===== src/rtl/ledcomm_uart_bridge.sv =====
// ---------------------------------------------------------------------------
// ledcomm_uart_bridge
//    Bidirectional byte bridge between a UART-style endpoint (side A) and a
//    Ledcomm-style endpoint (side B).  Each direction has an ingress FSM that
//    pops the source into a circular FIFO, and an egress FSM that writes the
//    FIFO head to the destination.  The A->B direction is gated by the Ledcomm
//    link; while the link is down bytes are either held or dropped.  Three
//    sigma-delta channels drive the status LEDs.
//
// Ports (top):
//    clk, resetq                 clock, asynchronous active-low reset
//    a_valid/a_rx_data/a_rd      side A receiver handshake (pop pulse)
//    a_busy/a_wr/a_tx_data       side A transmitter handshake (write pulse)
//    b_*                         same as side A, for side B
//    b_link                      Ledcomm link up
//    a2b_level, b2a_level        FIFO occupancy per direction
//    drop_count                  saturating count of discarded A->B bytes
//    sdm_red/green/blue_out      sigma-delta LED drive bits
// ---------------------------------------------------------------------------

// One direction: ingress FSM -> circular FIFO -> egress FSM.
module ledcomm_uart_bridge_dir #(
   parameter int DATA_W      = 8,
   parameter int DEPTH_LOG2  = 4,
   parameter int HOLDOFF     = 2,
   parameter bit DROP_NOLINK = 1'b0
) (
   input  logic              clk,
   input  logic              rst_n,
   input  logic              src_valid,
   input  logic [DATA_W-1:0] src_rx_data,
   output logic              src_rd,
   input  logic              dst_busy,
   output logic              dst_wr,
   output logic [DATA_W-1:0] dst_tx_data,
   input  logic              gate,
   output logic [DEPTH_LOG2:0] level,
   output logic              drop_pulse
);
   localparam logic [3:0] HOLD_LAST = 4'(HOLDOFF - 1);

   typedef enum logic [1:0] {IN_IDLE, IN_CAP, IN_HOLD} in_state_t;
   typedef enum logic [1:0] {EG_IDLE, EG_SEND, EG_HOLD} eg_state_t;

   in_state_t         r_in_state;
   eg_state_t         r_eg_state;
   logic [3:0]        r_in_cnt;
   logic [3:0]        r_eg_cnt;
   logic              r_src_rd;
   logic              r_dst_wr;
   logic [DATA_W-1:0] r_dst_tx_data;
   logic [DEPTH_LOG2:0] r_wptr;
   logic [DEPTH_LOG2:0] r_rptr;
   logic [DATA_W-1:0] r_mem [2**DEPTH_LOG2];

   logic w_full;
   logic w_empty;
   logic w_push;
   logic w_pop;
   logic w_drop_now;

   // Extra pointer MSB distinguishes full from empty when the low bits match.
   assign w_full  = (r_wptr[DEPTH_LOG2] != r_rptr[DEPTH_LOG2]) &&
                    (r_wptr[DEPTH_LOG2-1:0] == r_rptr[DEPTH_LOG2-1:0]);
   assign w_empty = (r_wptr == r_rptr);
   assign w_push  = (r_in_state == IN_CAP);
   // Discarding happens straight from IDLE so one byte goes per 1+HOLDOFF cycles.
   assign w_drop_now = DROP_NOLINK && !gate && !w_empty && (r_eg_state == EG_IDLE);
   assign w_pop   = (r_eg_state == EG_SEND) || w_drop_now;

   assign src_rd      = r_src_rd;
   assign dst_wr      = r_dst_wr;
   assign dst_tx_data = r_dst_tx_data;
   assign level       = r_wptr - r_rptr;
   assign drop_pulse  = w_drop_now;

   // Ingress: capture the source byte, then wait HOLDOFF cycles so the source
   // has retired it before valid is sampled again.
   always_ff @(posedge clk or negedge rst_n) begin
      if (!rst_n) begin
         r_in_state <= IN_IDLE;
         r_in_cnt   <= '0;
         r_src_rd   <= 1'b0;
      end else begin
         r_src_rd <= 1'b0;
         case (r_in_state)
            IN_IDLE: if (src_valid && !w_full) r_in_state <= IN_CAP;
            IN_CAP: begin
               r_src_rd   <= 1'b1;
               r_in_cnt   <= '0;
               r_in_state <= IN_HOLD;
            end
            IN_HOLD: begin
               if (r_in_cnt == HOLD_LAST) r_in_state <= IN_IDLE;
               else r_in_cnt <= r_in_cnt + 4'd1;
            end
            default: r_in_state <= IN_IDLE;
         endcase
      end
   end

   // FIFO storage carries no reset; occupancy is defined by the pointers alone.
   always_ff @(posedge clk) begin
      if (w_push) r_mem[r_wptr[DEPTH_LOG2-1:0]] <= src_rx_data;
   end

   always_ff @(posedge clk or negedge rst_n) begin
      if (!rst_n) begin
         r_wptr <= '0;
         r_rptr <= '0;
      end else begin
         if (w_push) r_wptr <= r_wptr + 1'b1;
         if (w_pop)  r_rptr <= r_rptr + 1'b1;
      end
   end

   // Egress: registered data and strobe, so tx_data is stable with the write.
   always_ff @(posedge clk or negedge rst_n) begin
      if (!rst_n) begin
         r_eg_state    <= EG_IDLE;
         r_eg_cnt      <= '0;
         r_dst_wr      <= 1'b0;
         r_dst_tx_data <= '0;
      end else begin
         r_dst_wr <= 1'b0;
         case (r_eg_state)
            EG_IDLE: begin
               if (w_drop_now) begin
                  r_eg_cnt   <= '0;
                  r_eg_state <= EG_HOLD;
               end else if (!w_empty && !dst_busy && gate) begin
                  r_eg_state <= EG_SEND;
               end
            end
            EG_SEND: begin
               r_dst_wr      <= 1'b1;
               r_dst_tx_data <= r_mem[r_rptr[DEPTH_LOG2-1:0]];
               r_eg_cnt      <= '0;
               r_eg_state    <= EG_HOLD;
            end
            EG_HOLD: begin
               if (r_eg_cnt == HOLD_LAST) r_eg_state <= EG_IDLE;
               else r_eg_cnt <= r_eg_cnt + 4'd1;
            end
            default: r_eg_state <= EG_IDLE;
         endcase
      end
   end
endmodule

module ledcomm_uart_bridge #(
   parameter int          DATA_W      = 8,
   parameter int          DEPTH_LOG2  = 4,
   parameter int          HOLDOFF     = 2,
   parameter bit          DROP_NOLINK = 1'b0,
   parameter logic [15:0] FLASH       = 16'h8000
) (
   input  logic                clk,
   input  logic                resetq,
   input  logic                a_valid,
   input  logic [DATA_W-1:0]   a_rx_data,
   output logic                a_rd,
   input  logic                a_busy,
   output logic                a_wr,
   output logic [DATA_W-1:0]   a_tx_data,
   input  logic                b_valid,
   input  logic [DATA_W-1:0]   b_rx_data,
   output logic                b_rd,
   input  logic                b_busy,
   output logic                b_wr,
   output logic [DATA_W-1:0]   b_tx_data,
   input  logic                b_link,
   output logic [DEPTH_LOG2:0] a2b_level,
   output logic [DEPTH_LOG2:0] b2a_level,
   output logic [7:0]          drop_count,
   output logic                sdm_red_out,
   output logic                sdm_green_out,
   output logic                sdm_blue_out
);
   logic [1:0]  r_rst_sync;
   logic        w_rst_n;
   logic        w_a2b_drop;
   logic        w_b2a_drop;
   logic [7:0]  r_drop_count;
   logic [15:0] r_red_lvl, r_blue_lvl;
   logic [15:0] r_red_phase, r_green_phase, r_blue_phase;
   logic        r_sdm_red, r_sdm_green, r_sdm_blue;
   logic [15:0] w_green_lvl;
   logic [16:0] w_red_sum, w_green_sum, w_blue_sum;

   // Reset asserts immediately but releases on a clock edge.
   always_ff @(posedge clk or negedge resetq) begin
      if (!resetq) r_rst_sync <= 2'b00;
      else         r_rst_sync <= {r_rst_sync[0], 1'b1};
   end
   assign w_rst_n = r_rst_sync[1];

   ledcomm_uart_bridge_dir #(
      .DATA_W(DATA_W), .DEPTH_LOG2(DEPTH_LOG2), .HOLDOFF(HOLDOFF), .DROP_NOLINK(DROP_NOLINK)
   ) u_a2b (
      .clk(clk), .rst_n(w_rst_n),
      .src_valid(a_valid), .src_rx_data(a_rx_data), .src_rd(a_rd),
      .dst_busy(b_busy), .dst_wr(b_wr), .dst_tx_data(b_tx_data),
      .gate(b_link), .level(a2b_level), .drop_pulse(w_a2b_drop)
   );

   // The B->A path is never gated, so it can never discard.
   ledcomm_uart_bridge_dir #(
      .DATA_W(DATA_W), .DEPTH_LOG2(DEPTH_LOG2), .HOLDOFF(HOLDOFF), .DROP_NOLINK(1'b0)
   ) u_b2a (
      .clk(clk), .rst_n(w_rst_n),
      .src_valid(b_valid), .src_rx_data(b_rx_data), .src_rd(b_rd),
      .dst_busy(a_busy), .dst_wr(a_wr), .dst_tx_data(a_tx_data),
      .gate(1'b1), .level(b2a_level), .drop_pulse(w_b2a_drop)
   );

   // Saturating count of discarded bytes.
   always_ff @(posedge clk or negedge w_rst_n) begin
      if (!w_rst_n) r_drop_count <= '0;
      else if ((w_a2b_drop || w_b2a_drop) && (r_drop_count != 8'hFF))
         r_drop_count <= r_drop_count + 8'd1;
   end
   assign drop_count = r_drop_count;

   // LED channels: a flash loads a level that bleeds off by one per clock; the
   // accumulator carry is a pulse density proportional to the level.
   assign w_green_lvl = b_link ? 16'h0010 : 16'h1000;
   assign w_red_sum   = {1'b0, r_red_phase}   + {1'b0, r_red_lvl};
   assign w_green_sum = {1'b0, r_green_phase} + {1'b0, w_green_lvl};
   assign w_blue_sum  = {1'b0, r_blue_phase}  + {1'b0, r_blue_lvl};

   always_ff @(posedge clk or negedge w_rst_n) begin
      if (!w_rst_n) begin
         r_red_lvl     <= '0;
         r_blue_lvl    <= '0;
         r_red_phase   <= '0;
         r_green_phase <= '0;
         r_blue_phase  <= '0;
         r_sdm_red     <= 1'b0;
         r_sdm_green   <= 1'b0;
         r_sdm_blue    <= 1'b0;
      end else begin
         if (b_wr)                 r_red_lvl <= FLASH;
         else if (r_red_lvl != 0)  r_red_lvl <= r_red_lvl - 16'd1;
         if (a_wr)                 r_blue_lvl <= FLASH;
         else if (r_blue_lvl != 0) r_blue_lvl <= r_blue_lvl - 16'd1;
         {r_sdm_red,   r_red_phase}   <= w_red_sum;
         {r_sdm_green, r_green_phase} <= w_green_sum;
         {r_sdm_blue,  r_blue_phase}  <= w_blue_sum;
      end
   end

   assign sdm_red_out   = r_sdm_red;
   assign sdm_green_out = r_sdm_green;
   assign sdm_blue_out  = r_sdm_blue;
endmodule


===== config.mk =====
export PLATFORM = sky130hd
export DESIGN_NAME = ledcomm_uart_bridge
export DESIGN_NICKNAME = d
export VERILOG_FILES = /design/src/rtl/ledcomm_uart_bridge.sv
export SDC_FILE = /design/constraint.sdc
export NUM_CORES = 1
export LEC_CHECK = 0
export BUFFER_PORTS_ARGS = -buffer_cell sky130_fd_sc_hd__clkbuf_2
export CAP_MARGIN = 30
export CORE_MARGIN = 2
export CORE_UTILIZATION = 66
export CTS_CLUSTER_SIZE = 16
export DETAILED_ROUTE_END_ITERATION = 10
export GPL_TIMING_DRIVEN = 0
export PLACE_DENSITY_LB_ADDON = 0.3
export SYNTH_ARGS = -nofsm -noshare
export SYNTH_HDL_FRONTEND = slang
export SYNTH_SLANG_ARGS = --single-unit

===== constraint.sdc =====
create_clock -name clk -period 13.16 [get_ports clk]
set_input_delay 0 -clock clk [delete_from_list [all_inputs] [get_ports clk]]
set_output_delay 0 -clock clk [all_outputs]
set_load 0.05 [all_outputs]

After elaboration in Yosys (flattened, before gate mapping). Memories as Yosys holds them, arrays and structs flattened. A register that Yosys moved wholly into a read port is not among the register bits. Index checks and enable logic that the tools add are counted.

Register bits: 133. RAM bits: 256. Memories kept: 2. Output and inout bits: 41. Input port bits: 23.

Memory list: u_a2b.r_mem (depth 16, width 8, read ports 1, clocked after memory_dff 1, wr ports 1, line 54) `logic [DATA_W-1:0] r_mem [2**DEPTH_LOG2];`; u_b2a.r_mem (depth 16, width 8, read ports 1, clocked after memory_dff 1, wr ports 1, line 54).

Reduce and logical (&&, ||, !) cells: 35. Mux-type cells: 31. Equality and inequality tests: 30. $add $sub $neg: 15.

Operators with widths (number): 16-bit two-way mux (4); 16-bit by 16-bit adder with 17-bit output (2); 4-bit case mux with 2 select lines (4); 16-bit nonzero test (2); 16-bit by 1-bit subtractor with 16-bit output (second input constant) (2); 2-bit case mux with 3 select lines (4); 5-bit by 1-bit adder with 5-bit output (second input constant) (4); 16-bit by 13-bit adder with 17-bit output (1); 4-bit by 1-bit adder with 4-bit output (second input constant) (4); 4-bit by 1-bit == test with 1-bit output (second input constant) (4); 2-bit two-way mux (8); 4-bit two-way mux (4); 2-bit by 1-bit != test with 1-bit output (second input constant) (8); 2-bit AND reduction (8); 13-bit two-way mux (1); 2-bit nonzero test (6); 5-bit == test (2); 5-bit subtractor (2); 2-bit by 1-bit == test with 1-bit output (second input constant) (4); 2-bit == test (second input constant) (4); 4-bit == test (2); 1-bit logical NOT (8); 2-bit logical NOT (4); 2-bit != test (second input constant) (4); other kinds (3) (15).

Depth between registers and ports, before layout.
Depth after elaboration: 6. Gate-level depth with buffers: 8.

Modules after synthesis. A second synthesis with hierarchy kept.

Cells, all modules: 1209. Area, all modules: 17893.4 um^2.

Modules (own cells, without submodules): ledcomm_uart_bridge_dir (u_a2b) (times used 1, area each 6645.1 um^2, cells an instance 382); ledcomm_uart_bridge_dir (u_b2a) (times used 1, area each 6550.0 um^2, cells an instance 371); ledcomm_uart_bridge (times used 1, area each 4698.3 um^2, cells an instance 456).

Least setup slack after synthesis. No wires, ideal clock.

Path type: flip-flop to output port. Start point: register u_b2a.r_rptr[1]. End point: output port b2a_level[3]. Required time: 13.160 ns. Stages on the path, launching flop included: 8. Slack: 10.826 ns. Data arrival time: 2.334 ns. Buffers on the path: 2. Path through: dfrtp_1 clkbuf_1 clkbuf_1 inv_1 ha_1 a21o_1 a21oi_1 xnor2_1.

Longest elaborated chain between the ends: 1.

Ends and longest elaborated chain: from (decl) (line 53) `logic [DEPTH_LOG2:0] r_rptr;`; from (signal assigned) (line 113) `if (w_pop) r_rptr <= r_rptr + 1'b1;`; 5-bit subtractor (line 74) `assign level = r_wptr - r_rptr;`; to (decl) (line 174) `output logic [DEPTH_LOG2:0] b2a_level,`.

Every way passes these cells.

Worst setup path after layout. Same ends and word-level chain as after synthesis.

==> out/qor.yml <==
grt_pass1_vias: 10600
crit_fanout: 10
max_freq_ghz: 0.298
grt_pass1_wl_um: 57900
drv_cap: 0
synth_top_area_frac: 0.439
crit_type: "reg2out"
hold_class: "reg2async"
cts-root-buf: "clkbuf_16"
fp.dieW_um: 167
clk_pin_slew_ns: 0.07
grt_max_degree: 67
yosysMostFrequentCell: "edfxtp_1"
utilization: 0.763
overflow: 0
placementRows: 59
wl_um: 36900
numCtsBuffers: 41
place_area_um2: 18300
drt_iter0_markers: 1133
fin_setup_tns_ns: 0
area_growth_pct: 13.5
initial_utilization: 0.672
leakagePower_nw: 7.62
power.internal_mw: 3.10
postSynthAreaPerCell_um2: 15.3
place_ws_ns: 10.44
finalNonFillerCells: 1651
nets: 1374
synth_top_area_cell: "edfxtp_1"
worst_slack_ns: 9.80
period_needed_ns: 3.36
worst_pin_slew_ns: 1.06
async_flop_share: 0.362
peakVddDrop_uv: 282
cts.sinks: 401
vias_per_cell: 6.24
powerDensity_nw_per_um2: 254
rsz0062_at_grt: "no"
antenna_found_initial: 1
first_pass_iters: 5
synth-edff-count: 256
routedWlPerCell_um: 22.3
end_kind: "output port"
hold_violations: 0
dieArea_um2: 27900
tritoncts: "built"
gp_congestion: 0.795
crit_required_ns: 13.16
fin_skew_ns: 0.0191
comb_power_share: 0.419
vias: 10300
cp.arrival_ns: 3.36
syn_inst: 1148
netlist_area_um2: 17500
synthFlopType: "edfxtp_1"
outcome: "finished clean"
clk_latency_ns: 0.54
postRouteAntennaNets: 0
p_seq_frac: 0.354
clkPwrFrac: 0.228
report.power.total_mw: 5.05
fin_crit_sh: 0.255
relSlewSlack: 0.289
port_buffers: 55
drc: 0
yosysUniqueCellTypes: 63
fp.coreArea_um2: 26100
switching_share: 0.385
synth_area_leaders: "edfxtp_1 (44%), dfrtp_1 (21%), mux4_2 (10%), ha_1 (4.5%), xnor2_1 (2.4%)"
dp_cells: 1551
finalMaxSlewViolations: 0
design_area_um2: 19900
netlist_top_cells_count: "edfxtp_1 (256), dfrtp_1 (145), mux4_2 (80), nor2_1 (76), nand2_1 (70)"
dp_hpwl_um: 22900
start_kind: "flop"
setup_violations: 0
die_h_um: 167
synth.ff_latch_count: 401
ys_seq_area_frac: 0.646
p_switching_mw: 1.94
gr-usage-all-layers: 0.271
clockBufferDepth: 3
hold_slack_ns: 0.182
cts_max_level: 2
yosys_warnings: 0
drive_gt1_frac: 0.183
ioPinCount: 64
per-layer routing:
metal,up-vias,routed length [um],global-route usage
li1,4603,-,-
met1,5093,14700,0.373
met2,516,17700,0.435
met3,93,3220,0.0611
met5,-,0,0
met4,0,1200,0.0937
power groups by stage:
stage	combinational [mW]	sequential (mW)	clock [mW]
2_1_floorplan	1.51	1.86	0
4_1_cts	2.11	1.78	1.16
5_1_grt	2.30	1.81	1.21
3_5_place_dp	2.07	1.80	0
6_report	2.11	1.79	1.15
3_3_place_gp	1.99	1.79	0
kinds of logic after synthesis:
| group | Yosys count | synth area share |
|---|---|---|
| compound gates | 138 | 0.0508 |
| xor+xnor | 81 | 0.0405 |
| fa+ha+maj | 67 | 0.0496 |
| buf+inv | 82 | 0.0214 |
| flops | 401 | 0.646 |
| mux | 93 | 0.111 |
| other cells | 2 | 0.000429 |
| simple gates | 284 | 0.0802 |
layout make-up:
type | count | area [um2]
diodes | 1 | 2.50
repair buffers | 86 | 598
well taps | 335 | 419
inverters | 43 | 161
clock inverters | 21 | 208
multi-input cells | 672 | 5850
fillers | 1504 | 6190
clock buffers | 53 | 1100
flip-flops and latches | 401 | 11300
plain buffers | 39 | 213
path summary, 6_finish.rpt:
| check | cells past startpoint | startpoint | end | slack, ns |
|---|---|---|---|---|
| hold / removal | 0 | r_rst_sync[1] | u_b2a.src_rd | 0.18 |
| min in group clk | 3 | a_valid | u_a2b.r_in_state[0] | 0.26 |
| max in group asynchronous | 2 | r_rst_sync[1] | r_red_lvl[15] | 12.00 |
| setup reg to reg | 5 | u_a2b.r_rptr[1] | u_a2b.dst_tx_data[1] | 10.38 |
| setup / recovery | 8 | u_b2a.r_rptr[1] | b2a_level[3] | 9.80 |
| hold reg to reg | 0 | r_rst_sync[1] | u_b2a.src_rd | 0.18 |
flip-flops by register name, summed over array words and instances (netlist names), 5 cells and up:
register / cells
r_green_phase: 12
u_a2b.r_wptr: 5
u_b2a.r_wptr: 5
r_red_phase: 16
r_blue_phase: 16
u_b2a.dst_tx_data: 8
u_a2b.dst_tx_data: 8
r_red_lvl: 16
u_b2a.r_mem: 128
u_a2b.r_rptr: 5
u_a2b.r_mem: 128
u_b2a.r_rptr: 5
r_blue_lvl: 16
worst max-delay path, cell delays in order (launching register included):
cell	delay, ns
dfrtp_1	0.43
clkbuf_1	0.33
clkbuf_1	0.56
inv_1	0.18
ha_1	0.38
a21o_1	0.20
a21oi_1	0.21
xnor2_1	0.21
clkbuf_2	0.34
placed cells by master, fill, tap and decap left out, types with 5 or more instances in the layout:
| cell | count |
|---|---|
| edfxtp_1 | 256 |
| dfrtp_1 | 144 |
| mux4_2 | 80 |
| nor2_1 | 76 |
| nand2_1 | 70 |
| ha_1 | 63 |
| clkbuf_2 | 55 |
| xnor2_1 | 48 |
| clkbuf_16 | 41 |
| inv_1 | 40 |
| a21oi_1 | 40 |
| xor2_1 | 33 |
| o21ai_0 | 30 |
| clkbuf_1 | 27 |
| nor3_1 | 25 |
| dlygate4sd3_1 | 24 |
| nand3_1 | 17 |
| nand2b_1 | 16 |
| and2_1 | 16 |
| a21o_1 | 13 |
| nand4_1 | 11 |
| or3_1 | 11 |
| o211ai_1 | 9 |
| buf_2 | 9 |
| buf_4 | 9 |
| conb_1 | 9 |
| nor2b_1 | 8 |
| mux2_2 | 8 |
| clkinv_2 | 8 |
| o31ai_1 | 7 |
| a211oi_1 | 7 |
| clkinv_1 | 7 |
| and3_1 | 6 |
| o21a_1 | 5 |
| a2111oi_0 | 5 |
| mux2i_1 | 5 |
what timing repair did:
item / 4_1_cts / 5_1_grt
setup buffers: 0 / 0
hold buffers: 24 / 0
gates resized for setup: 0 / 0
hold endpoints to repair: 265 / 0
No activity file was read; power rests on OpenSTA's default activity.
